### config.mk
export PLATFORM = sky130hd
export DESIGN_NAME = keypad_emulator
export DESIGN_NICKNAME = d
export VERILOG_FILES = /design/src/rtl/keypad_pkg.sv /design/src/rtl/lfsr16.sv /design/src/rtl/keypad_emulator.sv
export SDC_FILE = /design/constraint.sdc
export NUM_CORES = 1
export LEC_CHECK = 0
export ABC_AREA = 1
export CAP_MARGIN = 20
export CORE_ASPECT_RATIO = 1.75
export CORE_UTILIZATION = 30
export CTS_CLUSTER_DIAMETER = 50
export DETAILED_ROUTE_END_ITERATION = 10
export PLACE_DENSITY_LB_ADDON = 0.08
export SLEW_MARGIN = 10
export SYNTH_ARGS = -nofsm -noshare
export SYNTH_HDL_FRONTEND = slang
export SYNTH_SLANG_ARGS = --single-unit
### constraint.sdc
create_clock -name clk -period 3.1 [get_ports clk]
set_input_delay 0.775 -clock clk [delete_from_list [all_inputs] [get_ports clk]]
set_output_delay 0.775 -clock clk [all_outputs]
set_load 0.05 [all_outputs]
### src/rtl/keypad_pkg.sv
// Shared definitions for the keypad emulator and the scanner that talks to it:
// FSM states, bounce LFSR constants and key_num field positions.
package keypad_pkg;

   typedef enum logic [2:0] {
      StIdle,
      StPressBounce,
      StHold,
      StReleaseBounce,
      StGap
   } state_t;

   localparam logic [15:0] LFSR_SEED = 16'hACE1;
   // Taps 16,14,13,11 expressed as bit positions 0,2,3,5 of a right-shifting register
   localparam logic [15:0] LFSR_TAPS = 16'h002D;

   localparam int unsigned ROW_MSB = 3;
   localparam int unsigned ROW_LSB = 2;
   localparam int unsigned COL_MSB = 1;
   localparam int unsigned COL_LSB = 0;

   localparam logic [3:0] KEY_IDLE = 4'b1111;

   function automatic logic [15:0] lfsr_step(input logic [15:0] q);
      return {^(q & LFSR_TAPS), q[15:1]};
   endfunction

endpackage

### src/rtl/lfsr16.sv
// 16-bit Fibonacci LFSR used as a contact-bounce source; seeded only by reset.
module lfsr16
   import keypad_pkg::*;
(
   input  logic        clk,
   input  logic        rst,
   input  logic        enable,
   output logic [15:0] q
);

   always_ff @(posedge clk or posedge rst) begin
      if (rst) begin
         q <= LFSR_SEED;
      end else if (enable) begin
         q <= lfsr_step(q);
      end
   end

endmodule

### src/rtl/keypad_emulator.sv
// Device side of a 4x4 column-scan keypad: takes key-press commands and drives
// the row lines against the scanned column, with bounce on press and release.
module keypad_emulator
   import keypad_pkg::*;
#(
   parameter int unsigned HOLD_CYCLES   = 200000,
   parameter int unsigned BOUNCE_CYCLES = 2000,
   parameter int unsigned GAP_CYCLES    = 200000
) (
   input  logic       clk,
   input  logic       rst,
   input  logic       key_valid,
   input  logic [3:0] key_num,
   output logic       key_ready,
   input  logic [3:0] KEY_C,
   output logic [3:0] KEY_R,
   output logic       busy,
   output logic       done
);

   localparam logic [31:0] HOLD_LEN   = 32'(HOLD_CYCLES - 1);
   localparam logic [31:0] BOUNCE_LEN = 32'(BOUNCE_CYCLES - 1);
   localparam logic [31:0] GAP_LEN    = 32'(GAP_CYCLES - 1);

   state_t      state_q, state_d;
   logic [31:0] cnt_q, cnt_d;
   logic [3:0]  key_q, key_d;
   logic        contact_q, contact_d;
   logic        done_q, done_d;
   logic [15:0] lfsr_q, lfsr_nxt;
   logic        lfsr_en;

   assign lfsr_en  = (state_q == StPressBounce) || (state_q == StReleaseBounce);
   // Value the LFSR will hold next cycle, so the registered contact lines up with it
   assign lfsr_nxt = lfsr_en ? lfsr_step(lfsr_q) : lfsr_q;

   lfsr16 u_lfsr (
      .clk    (clk),
      .rst    (rst),
      .enable (lfsr_en),
      .q      (lfsr_q)
   );

   always_comb begin
      state_d = state_q;
      cnt_d   = cnt_q;
      key_d   = key_q;
      done_d  = 1'b0;
      unique case (state_q)
         StIdle: begin
            if (key_valid) begin
               key_d = key_num;
               if (BOUNCE_CYCLES == 0) begin
                  state_d = StHold;
                  cnt_d   = HOLD_LEN;
               end else begin
                  state_d = StPressBounce;
                  cnt_d   = BOUNCE_LEN;
               end
            end
         end
         StPressBounce: begin
            if (cnt_q == 32'd0) begin
               state_d = StHold;
               cnt_d   = HOLD_LEN;
            end else begin
               cnt_d = cnt_q - 32'd1;
            end
         end
         StHold: begin
            if (cnt_q != 32'd0) begin
               cnt_d = cnt_q - 32'd1;
            end else if (BOUNCE_CYCLES == 0) begin
               state_d = StGap;
               cnt_d   = GAP_LEN;
            end else begin
               state_d = StReleaseBounce;
               cnt_d   = BOUNCE_LEN;
            end
         end
         StReleaseBounce: begin
            if (cnt_q == 32'd0) begin
               state_d = StGap;
               cnt_d   = GAP_LEN;
            end else begin
               cnt_d = cnt_q - 32'd1;
            end
         end
         StGap: begin
            if (cnt_q == 32'd0) begin
               state_d = StIdle;
               done_d  = 1'b1;
            end else begin
               cnt_d = cnt_q - 32'd1;
            end
         end
         default: begin
            state_d = StIdle;
            cnt_d   = 32'd0;
         end
      endcase
      contact_d = (state_d == StHold) ||
                  (((state_d == StPressBounce) || (state_d == StReleaseBounce)) && lfsr_nxt[0]);
   end

   always_ff @(posedge clk or posedge rst) begin
      if (rst) begin
         state_q   <= StIdle;
         cnt_q     <= 32'd0;
         key_q     <= 4'd0;
         contact_q <= 1'b0;
         done_q    <= 1'b0;
      end else begin
         state_q   <= state_d;
         cnt_q     <= cnt_d;
         key_q     <= key_d;
         contact_q <= contact_d;
         done_q    <= done_d;
      end
   end

   assign key_ready = (state_q == StIdle);
   assign busy      = ~key_ready;
   assign done      = done_q;

   always_comb begin
      KEY_R = KEY_IDLE;
      if (contact_q && !KEY_C[key_q[COL_MSB:COL_LSB]]) begin
         KEY_R = ~(4'b0001 << key_q[ROW_MSB:ROW_LSB]);
      end
   end

endmodule

## Yosys cells after proc, flatten, opt, wreduce, memory -nomap -nowiden

Cells that the tools add are included.

| word-level totals | value |
|---|---|
| bits in registers | 57 |
| input bits | 11 |
| output and inout bits | 7 |
| word-level logic and storage cells | 51 |

| cells by class | value |
|---|---|
| $add $sub $neg | 1 |
| magnitude comparators | 1 |
| equality and inequality tests | 9 |
| shifts and indexed selects | 1 |
| mux-type cells | 17 |
| bitwise operators | 2 |
| reduce and logical (&&, ||, !) cells | 13 |

Operators with widths:

| kind | number |
|---|---|
| $mux W32 | 4 |
| $pmux W32 S4 | 1 |
| $logic_not A32 Y1 | 1 |
| $reduce_bool A32 Y1 | 1 |
| $sub A32 B1 Y32 const B | 1 |
| $reduce_xor A16 Y1 | 1 |
| $mux W3 | 5 |
| $pmux W3 S5 | 1 |
| $eq A3 B2 Y1 const B | 4 |
| $eq A3 B1 Y1 const B | 2 |
| $mux W1 | 4 |
| $mux W4 | 1 |
| $ne A2 B2 Y1 const B | 2 |
| $not A4 Y4 | 1 |
| $reduce_and A2 Y1 | 2 |
| $shl A1 B2 Y4 const A | 1 |
| $eq A3 B3 Y1 const B | 1 |
| $logic_not A3 Y1 | 1 |
| $logic_or A1 B1 Y1 | 3 |
| $lt A2 B3 Y1 const B | 1 |
| $bmux W1 S2 | 1 |
| $logic_and A1 B1 Y1 | 2 |
| $reduce_or A2 Y1 | 1 |
| $logic_not A1 Y1 | 1 |
| $not A1 Y1 | 1 |

## Logic depth before layout (Yosys ltp)

Gate-level depths: netlist of run 1.

| logic depth | value |
|---|---|
| depth after elaboration | 7 |
| mapped depth | 13 |
| gate-level depth less buffers | 13 |

## By module

Synthesis of run 1 repeated with hierarchy kept, for this count alone.

| unflattened totals | value |
|---|---|
| cell total of the unflattened synthesis | 492 |
| area, all modules | 3552.2 um2 |

Modules (own cells, without submodules):

| module | instances | cells each | area each (um2) | seq. area each (um2) |
|---|---|---|---|---|
| keypad_emulator | 1 | 417 | 2850.2 | 1026.0 |
| lfsr16 | 1 | 75 | 701.9 | 410.4 |

## Least setup slack after synthesis of run 1

Ideal clock, no wire load.

| timing path | value |
|---|---|
| kind | in2out |
| from | input port KEY_C[0] |
| to | output port KEY_R[0] |
| data arrival time | 1644 ps |
| setup slack | 681 ps |
| cell stages on the path | 5 |
| buffers on the path | 0 |
| cell sequence | or2_2 o211ai_1 o211ai_1 nor2_1 nand2_1 |

| on the way | value |
|---|---|
| word-level cells in the longest chain between the ends | 5 |

RTL lines:

| item | RTL line | RTL |
|---|---|---|
| start: declaration | keypad_emulator.sv:15 | `input logic [3:0] KEY_C,` |
| $bmux W1 S2 | keypad_emulator.sv:128 | `if (contact_q && !KEY_C[key_q[COL_MSB:COL_LSB]]) begin` |
| $mux W1 (not written as such) | keypad_emulator.sv:128 |  |
| $logic_not A1 Y1 | keypad_emulator.sv:128 |  |
| $logic_and A1 B1 Y1 | keypad_emulator.sv:128 |  |
| $mux W4 | keypad_emulator.sv:128 |  |
| end: declaration | keypad_emulator.sv:16 | `output logic [3:0] KEY_R,` |

Every way passes these cells. The select of a mux whose other input is x is not followed.

## Final worst setup path of run 1

| timing path | value |
|---|---|
| from | input port KEY_C[0] |
| to | output port KEY_R[1] |

Same word-level chain as after synthesis.

==> results of run 1 <==
area by class of cell:
| cell class | count | area (µm²) |
|---|---|---|
| inverter | 62 | 232.7 |
| tap | 132 | 165.2 |
| clock buffer | 10 | 239.0 |
| sequential | 57 | 1436 |
| fill | 1184 | 7054 |
| clock inverter | 6 | 90.09 |
| timing repair buffer | 22 | 210.2 |
| multi-input combinational | 357 | 1739 |
layer usage:
metal / track usage, % / routed length (µm) / vias to the layer above
li1: - / - / 1559
met1: 17.71 / 3857 / 1376
met4: 9.891 / 338 / 0
met2: 29.64 / 4569 / 34
met5: 0 / 0 / -
met3: 2.298 / 151 / 19
path summary, 6_finish.rpt:
kind / endpoint / cells after the start / startpoint
worst max-delay path: KEY_R[1] / 7 / KEY_C[0]
worst min-delay path: u_lfsr.q[10] / 2 / u_lfsr.q[10]
worst max register to register: cnt_q[30] / 9 / cnt_q[0]
worst min register to register: u_lfsr.q[10] / 2 / u_lfsr.q[10]
max in group asynchronous: cnt_q[11] / 3 / rst
min in group asynchronous: u_lfsr.q[1] / 2 / rst
power groups by stage:
stage	registers [mW]	logic (mW)	clock network [mW]
global route	0.926	0.509	1.17
global placement	0.923	0.427	0
detailed placement	0.924	0.431	0
finish	0.913	0.430	1.11
floorplan	0.905	0.337	0
CTS	0.912	0.433	1.13
kinds of logic (layout without fill, tap and decap cells):
family	Yosys count	count (layout)	share of synthesized area [%]
xor+xnor	13	13	3.307
compound gates	51	51	8.176
buf+inv	67	100	7.776
simple gates	291	291	38.30
flops	57	57	41.72
fa+ha+maj	2	2	0.7266
sequential cells by signal (all words and copies together), names as in the netlist:
register	flops
done	1
cnt_q	32
state_q	3
key_q	4
contact_q	1
u_lfsr.q	16
placed cells by master (no fill, tap or decap), types with 2 or more instances in the layout:
master	instances
nand2_4	5
nor2_2	8
o21ai_1	6
nor2_1	71
xnor2_1	4
nor2_4	9
nand4_1	7
bufinv_16	2
xor2_1	9
buf_4	8
nand2_2	3
nor3_1	4
o211ai_1	2
inv_1	57
nor4_1	2
dfrtp_1	49
ha_1	2
nand2_1	150
inv_2	5
o21ai_0	28
clkbuf_16	9
nand3_1	27
a21oi_1	10
clkdlybuf4s50_1	13
dfstp_2	8
stage by stage:
step / worst slack [ns] / util (%)
after floorplan: 0.6808 / -
after global placement: 0.2710 / 33.88
after detailed placement: 0.2492 / 33.88
after CTS: 0.2492 / 36.83
after global routing: 0.1593 / 36.83
final: 0.2662 / 36.83
critical path: stages:
cell	delay, ns
clkdlybuf4s50_1	0.39
or2_2	0.27
o211ai_1	0.08
o211ai_1	0.13
nor2_1	0.15
nand2_1	0.07
buf_4	0.19
==> summary.md, run 1 <==
| Metric | Value |
|---|---|
| Result of the run | `finished clean` |
| Number of buffers added on ports | `17` |
| Areal power density over the cells | `595.6 mW/mm²` |
| Post-cts hold buffer count | `0` |
| Core box area | `0.01117 mm²` |
| Final std cells w/o fill | `646` |
| FFs w/ async S/R, synth | `100.0%` |
| Reg2Reg Setup Slack | `1.07 ns` |
| First-pass iteration count of the detailed router | `4` |
| Vias/cell | `4.625` |
| List of most frequent post-synthesis cells | `nand2_1, nor2_1, inv_1, dfrtp_1, o21ai_0` |
| Internal | `1.716 mW` |
| Setup tns final | `0 ns` |
| Worst hold path class | `flop to flop` |
| Unrepaired setup endpoints after global routing | `no` |
| Endpoint type of the worst setup path | `output port` |
| Htree depth | `3` |
| Worst slack on hold paths | `0.4627 ns` |
| Wirelength, routed | `8.917 mm` |
| Number of storage elements in the synthesis netlist | `57` |
| Sequential area share after synthesis | `41.72%` |
| CTS tree | `done` |
| Die width | `82.99 µm` |
| Transition time of the tightest slew-check pin | `0.8582 ns` |
| Instance area after placement | `0.003784 mm²` |
| Die height | `143.7 µm` |
| Sw Share | `29.95%` |
| Setup bufs post-CTS | `0` |
| Max-slew headroom | `42.26%` |
| Final estimated routing congestion in global placement | `0.9012` |
| Kind of critical path | `input port to output port` |
| Drt drc | `0` |
| Global route total overflow | `0` |
| Setup Viol. Count Final | `0` |
| Growth of design area from synthesis to finish | `19.44%` |
| Required time of the critical path | `2.32 ns` |
| Sink count of the clock tree | `57` |
| Pins over their slew limit | `0` |
| Maximum number of buffers from clock root to sink | `2` |
| Hold Fails Final Rpt | `0` |
| Combinational group share of total power | `17.6%` |
| Count of nets after finishing | `522` |
| Mapped Area | `0.003443 mm²` |
| Num ports | `18` |
| Post-synthesis cell type count | `34` |
| Post-route clock skew | `0.005415 ns` |
| Post-synth top area cell | `dfrtp_1` |
| Leakage power | `2.043 nW` |
| Endpoint arrival time on the critical path | `2.06 ns` |
| Via count of the first global-routing pass | `3079` |
| Number of antenna cells inserted | `0` |
| Root cell of the clock tree | `clkbuf_16` |
| Count of synthesis-stage warnings from yosys | `0` |
| Clock-pin slew reported for the worst setup and hold paths after clock tree synthesis | `0.06 ns` |
| Number of enable-type register cells in the synthesized netlist | `0` |
| Wire length of the first global-routing pass | `15.10 mm` |
| Via total after detailed routing | `2988` |
| Die outline area | `0.01193 mm²` |
| Startpoint types | `input port` |
| Proportion of netlist area held by the largest area contributor | `35.61%` |
| Fin crit share | `91.41%` |
| Cell count after synthesis | `481` |
| Finished layout cell area | `0.004113 mm²` |
| Initial core utilization | `30.83%` |
| Total design power | `2.449 mW` |
| Routed Antenna Nets | `0` |
| Clock network fraction of design power | `45.1%` |
| Sequential power share | `37.3%` |
| Number of CTS-inserted buffers | `9` |
| Shortest clock period the worst path allows after layout | `2.834 ns` |
| Placed wire-length estimate after detailed placement | `6.664 mm` |
| Switching Power | `0.7335 mW` |
| DRT iter0 DRCs | `143` |
| Fraction of layout cells with a size suffix above 1 | `13.42%` |
| Placed Cells incl. Taps | `630` |
| FP Rows | `51` |
| Flip-flop cell with the highest count after synthesis | `dfrtp_1` |
| Most used standard cell by instance count after synthesis | `nand2_1` |
| Pin count of the biggest net entering global routing | `32` |
| Total track usage | `16.25%` |
| Mapped Nets | `494` |
| Max Clk Rate | `0.3529 GHz` |
| Max FO, Critical Path | `2` |
| Worst vdd ir | `312.9 µV` |
| Number of antenna violations at the first check in global routing | `0` |
| Mean post-synth cell area | `7.159 µm²` |
| Cells resized by post-CTS repair | `0` |
| Top cells by area, synth | `dfrtp_1, nand2_1, nor2_1` |
| Wire length per cell after detailed routing | `13.80 µm` |
| Maximum Capacitance Violations | `0` |
| Clock latency on the worst-skew pair | `0.33 ns` |
(Power assumes the default switching activity.)
==> run 2, diff against run 1 <==
- GPL_ROUTABILITY_DRIVEN: unset -> 1
==> results of run 2 <==
Final layout, timing and power as in run 1 (identical DEF).
==> RTL edit 1: new RTL, config.mk and constraints of run 2 <==
Change the package constant `ROW_LSB` from 2 to 1.
--- a/src/rtl/keypad_pkg.sv
+++ b/src/rtl/keypad_pkg.sv
@@ -15,7 +15,7 @@
    localparam logic [15:0] LFSR_TAPS = 16'h002D;
 
    localparam int unsigned ROW_MSB = 3;
-   localparam int unsigned ROW_LSB = 2;
+   localparam int unsigned ROW_LSB = 1;
    localparam int unsigned COL_MSB = 1;
    localparam int unsigned COL_LSB = 0;
 
Check against the original RTL: not equivalent (a bounded check fails within 4 cycles, from zero or initial values and one cycle with rst high).
==> RTL edit 1 against run 2 <==
  * Sequential power decreased by 1%
  * Worst setup slack lost 30 ps
  * Power shrank 8.6%
  * Critical path depth is 3 lower
  * Highest routed layer unchanged
  * Core utilization fell by 0.13 points
  * Non-clock buffer count fell by 1
  * Sequential cell count is the same
  * Sequential share of layout area is 0.94 points lower
  * Register-to-register slack worse by 30 ps
  * Design area rose by 2.8%
  * Critical path type is now reg2out
  * Wire length grew 5.8%
  * The run now ends with DRC left
  * Area after synthesis is 2.8% higher
==> RTL edit 1: results (changes against run 2) <==
{
  "timing.hold.worst_endpoint": {"value": "u_lfsr.q[6]$_DFFE_PP1N_", "change": "was u_lfsr.q[10]$_DFFE_PP1N_"},
  "timing.hold.ws": {"value": 461, "unit": "ps", "change": "was 463 ps"},
  "postSynthAreaPerCell": {"value": 7.23, "unit": "sq um", "change": "was 7.16 sq um"},
  "multi_input_area": {"value": 1800, "unit": "sq um", "change": "was 1740 sq um"},
  "crit_reg_reg_endpoint": {"value": "cnt_q[11]$_DFFE_PP0P_", "change": "was cnt_q[30]$_DFFE_PP0P_"},
  "detailed_route_wirelength_on_metal3": {"value": 257, "unit": "um", "change": "was 151 um"},
  "detail_route.vias_per_cell": {"value": 4.68, "change": "was 4.63"},
  "p_per_area": {"value": 530, "unit": "nW/um^2", "change": "was 596 nW/um^2"},
  "slowest_delay": {"value": 810, "unit": "ps", "change": "was 390 ps"},
  "outcome": {"value": "finished with violations", "change": "was finished clean"},
  "violated_checks": {"value": "DRC"},
  "num-fill-cells": {"value": 1200, "change": "was 1,184"},
  "post-place-cells": {"value": 640, "change": "was 630"},
  "drtIter0Drc": {"value": 150, "change": "was 143"},
  "synth.cells.most_frequent": {"value": "nand2_1, inv_1, nor2_1, dfrtp_1, nand3_1", "change": "was nand2_1, nor2_1, inv_1, dfrtp_1, o21ai_0"},
  "route.detailed.drc": {"value": 6, "change": "was 0"},
  "grt_util_met2": {"value": 0.292, "change": "was 0.296"},
  "number_of_global_route_vias_before_repair": {"value": 3012, "change": "was 3,079"},
  "power_frac_seq": {"value": 0.403, "change": "was 0.373"},
  "first_pass_grt_wire_length": {"value": 15600, "unit": "um", "change": "was 15,100 um"},
  "worst_hold_startpoint": {"value": "u_lfsr.q[6]$_DFFE_PP1N_", "change": "was u_lfsr.q[10]$_DFFE_PP1N_"},
  "dp.final_hpwl": {"value": 7160, "unit": "um", "change": "was 6660 um"},
  "adder_and_majority_cell_fraction_of_the_synthesized_area": {"value": 0.00707, "change": "was 0.00727"},
  "irDropWorstVdd": {"value": 0.242, "unit": "mV", "change": "was 0.313 mV"},
  "sw_frac_of_total": {"value": 0.277, "change": "was 0.299"},
  "synth_compound_area_frac": {"value": 0.0668, "change": "was 0.0818"},
  "ys_seq_area_frac": {"value": 0.406, "change": "was 0.417"},
  "maxSlewHeadroom": {"value": 0.625, "change": "was 0.423"},
  "netlist-cell-type-count": {"value": 40, "change": "was 34"},
  "dp_worst_setup_slack": {"value": 335, "unit": "ps", "change": "was 249 ps"},
  "instances_no_fill": {"value": 656, "change": "was 646"},
  "syn_nets": {"value": 503, "change": "was 494"},
  "gp_congestion": {"value": 0.884, "change": "was 0.901"},
  "nNetsFinal": {"value": 529, "change": "was 522"},
  "grt_usage": {"value": 0.166, "change": "was 0.163"},
  "post_detailed_route_wirelength_per_cell": {"value": 14.4, "unit": "um", "change": "was 13.8 um"},
  "globalRouteMet1Util": {"value": 0.191, "change": "was 0.177"},
  "worstPathArrival": {"value": 2090, "unit": "ps", "change": "was 2060 ps"}
}
[RTL edit 1: cell types whose count changed after synthesis, sizes merged, moves of 2 or more]
cell,before,now
nand2,158,170
nand4,8,10
inv,62,67
o211ai,2,0
o21ai,35,24
nor2,88,78
nand3,27,31
nand3b,0,2
[RTL edit 1: worst max-delay path by stage]
stage,startpoint,end,slack (ps),depth (start not counted)
6_report,state_q[0]$_DFF_PP0_,key_ready,240,4
5_1_grt,state_q[0]$_DFF_PP0_,key_ready,120,4
4_1_cts,state_q[0]$_DFF_PP0_,key_ready,230,4
3_5_place_dp,KEY_C[0],KEY_R[0],340,7
3_3_place_gp,KEY_C[3],KEY_R[2],370,7
2_1_floorplan,KEY_C[3],KEY_R[0],720,5
[RTL edit 1: cell type report]
type | instances | area share
clock buffer | 9 | 0.0533
clock inverter | 7 | 0.0222
inverter | 67 | 0.0601
multi-input combinational | 360 | 0.425
sequential | 57 | 0.340
tap | 135 | 0.0400
timing repair buffer | 21 | 0.0598
==> RTL edit 2: new RTL, config.mk and constraints of run 2 <==
Made on the original files. Re-encode `state_t` (5 states) as one-hot, 5 bits wide.
--- a/src/rtl/keypad_pkg.sv
+++ b/src/rtl/keypad_pkg.sv
@@ -2,12 +2,12 @@
 // FSM states, bounce LFSR constants and key_num field positions.
 package keypad_pkg;
 
-   typedef enum logic [2:0] {
-      StIdle,
-      StPressBounce,
-      StHold,
-      StReleaseBounce,
-      StGap
+   typedef enum logic [4:0] {
+      StIdle          = 5'b00001,
+      StPressBounce   = 5'b00010,
+      StHold          = 5'b00100,
+      StReleaseBounce = 5'b01000,
+      StGap           = 5'b10000
    } state_t;
 
    localparam logic [15:0] LFSR_SEED = 16'hACE1;
Function: no difference found for any inputs over 10 cycles, from zero or initial values and one cycle with rst high; not proved beyond that.
==> RTL edit 2 against run 2 <==
  * Critical path depth unchanged
  * Worst setup slack improved by 9.4 ps
  * Area after synthesis about the same
  * Clock skew is 2.0 ps higher
  * Design area is essentially flat
  * First-iteration DRC count is 13% lower
  * Sequential cell count rose by 2
  * Die area about the same
  * Cell count is 1.2% higher
  * Fmax is 0.33% higher
  * Wire length grew 4.5%
Power is not compared: it rests on default switching activity, and its combinational part moved more than twofold at a synthesized area within 25%.
==> RTL edit 2: results (changes against run 2) <==
{
  "outcome": {"value": "finished clean", "change": "unchanged"},
  "worst_path_max_delay_cell": {"value": "clkdlybuf4s50_1", "change": "unchanged"},
  "final_layout_size_suffix_gt1_frac": {"value": 0.119, "change": "was 0.134"},
  "grt_usage": {"value": 0.171, "change": "was 0.163"},
  "number_of_global_route_vias_before_repair": {"value": 3139, "change": "was 3,079"},
  "gp_congestion": {"value": 0.850, "change": "was 0.901"},
  "post_cts_resize_count": {"value": 0, "change": "unchanged"},
  "dp.final_hpwl": {"value": 6930, "unit": "um", "change": "was 6660 um"},
  "holdCritPathClass": {"value": "reg2reg", "change": "unchanged"},
  "endpoint": {"value": "KEY_R[2]", "change": "was KEY_R[1]"},
  "first_pass_grt_wire_length": {"value": 15600, "unit": "um", "change": "was 15,100 um"},
  "synth.cells.most_frequent": {"value": "nand2_1, nor2_1, inv_1, dfrtp_1, o21ai_0", "change": "unchanged"},
  "firstDrtPassIters": {"value": 7, "change": "was 4"},
  "reg2reg_depth": {"value": 11, "change": "was 9"},
  "num-fill-cells": {"value": 1181, "change": "was 1,184"},
  "worstReg2RegStart": {"value": "state_q[0]$_DFF_PP1_", "change": "was cnt_q[0]$_DFFE_PP0P_"},
  "clkTransAtPathRegs": {"value": 60, "unit": "ps", "change": "about the same"},
  "reg_top3": {"value": "cnt_q (32), u_lfsr.q (16), state_q (5)", "change": "was cnt_q (32), u_lfsr.q (16), key_q (4)"},
  "timing.hold.worst_endpoint": {"value": "u_lfsr.q[5]$_DFFE_PP1P_", "change": "was u_lfsr.q[10]$_DFFE_PP1N_"},
  "detail_route.vias_per_cell": {"value": 4.70, "change": "was 4.63"},
  "ys_seq_area_frac": {"value": 0.432, "change": "was 0.417"},
  "crit_reg_reg_endpoint": {"value": "cnt_q[26]$_DFFE_PP0P_", "change": "was cnt_q[30]$_DFFE_PP0P_"},
  "routed_wl": {"value": 9320, "unit": "um", "change": "was 8920 um"},
  "nNetsFinal": {"value": 529, "change": "was 522"},
  "grt_max_degree": {"value": 60, "change": "was 32"},
  "worst_slew_pin_slew": {"value": 520, "unit": "ps", "change": "was 858 ps"},
  "critical_path.max_fanout": {"value": 2, "change": "unchanged"},
  "ff2ff_setup_slack": {"value": 890, "unit": "ps", "change": "was 1070 ps"},
  "netlist_top_cells_area": {"value": "dfrtp_1, nand2_1, nor2_1, inv_1, dfstp_2", "change": "unchanged"},
  "diodes": {"value": 0, "change": "unchanged"},
  "portBuffers": {"value": 17, "change": "unchanged"},
  "syn_nets": {"value": 502, "change": "was 494"},
  "timing.clock.skew": {"value": 7.46, "unit": "ps", "change": "was 5.41 ps"},
  "postCtsSetupBuffers": {"value": 0, "change": "unchanged"},
  "drtIter0Drc": {"value": 125, "change": "was 143"},
  "slowest_delay": {"value": 380, "unit": "ps"},
  "worst_hold_startpoint": {"value": "u_lfsr.q[6]$_DFFE_PP1P_", "change": "was u_lfsr.q[10]$_DFFE_PP1N_"}
}
RTL edit 2: cell types whose count changed after synthesis, moves of 2 or more:
cell     before  now
inv_1        58   68
nor2_4        9    2
xnor2_1       4    7
a21oi_1      10    6
nand2_4       5    1
nor2_1       71   81
o21ai_0      28   30
buf_2         1    3
nor3_1        4    6
nand3_2       0    2
nand3_1      27   20
RTL edit 2: layout make-up:
| type | count | area share |
|---|---|---|
| flip-flops and latches | 59 | 0.362 |
| multi-input cells | 352 | 0.399 |
| clock inverters | 7 | 0.0246 |
| repair buffers | 22 | 0.0511 |
| inverters | 73 | 0.0684 |
| well taps | 132 | 0.0401 |
| clock buffers | 9 | 0.0547 |
RTL edit 2: cell families (layout without fill, tap and decap cells):
logic type,Yosys count,count (layout),synth area share
AND/OR/NAND/NOR,289,289,0.361
AO/OA/AOI/OAI,45,45,0.0690
adder cells (fa/ha/maj),1,1,0.00363
buffers and inverters,79,111,0.0915
flip-flops,59,59,0.432
XOR/XNOR,17,17,0.0432
RTL edit 2: power by group:
part | internal [uW] | total (uW) | leakage (uW) | switching (uW)
Sequential | 883 | 989 | 0.000760 | 106
Combinational | 333 | 1060 | 0.00111 | 726
Clock | 708 | 1100 | 0.000152 | 391
Total | 1920 | 3150 | 0.00202 | 1220
RTL edit 2: metal layers:
metal,routed length [um],GRT usage,up-vias
li1,-,-,1570
met1,3640,0.172,1431
met2,5120,0.330,51
met3,228,0.0281,19
met4,327,0.0944,0
met5,0,0,-
RTL edit 2: metrics by stage:
stage	utilization	setup WS, ps	instances	hold slack, ps	cell area [sq um]
6_report	0.368	276	654	466	4110
3_5_place_dp	0.339	253	638	460	3790
3_3_place_gp	0.339	280	638	457	3790
5_1_grt	0.368	177	654	478	4110
4_1_cts	0.368	253	654	471	4110
2_1_floorplan	-	681	490	442	3450
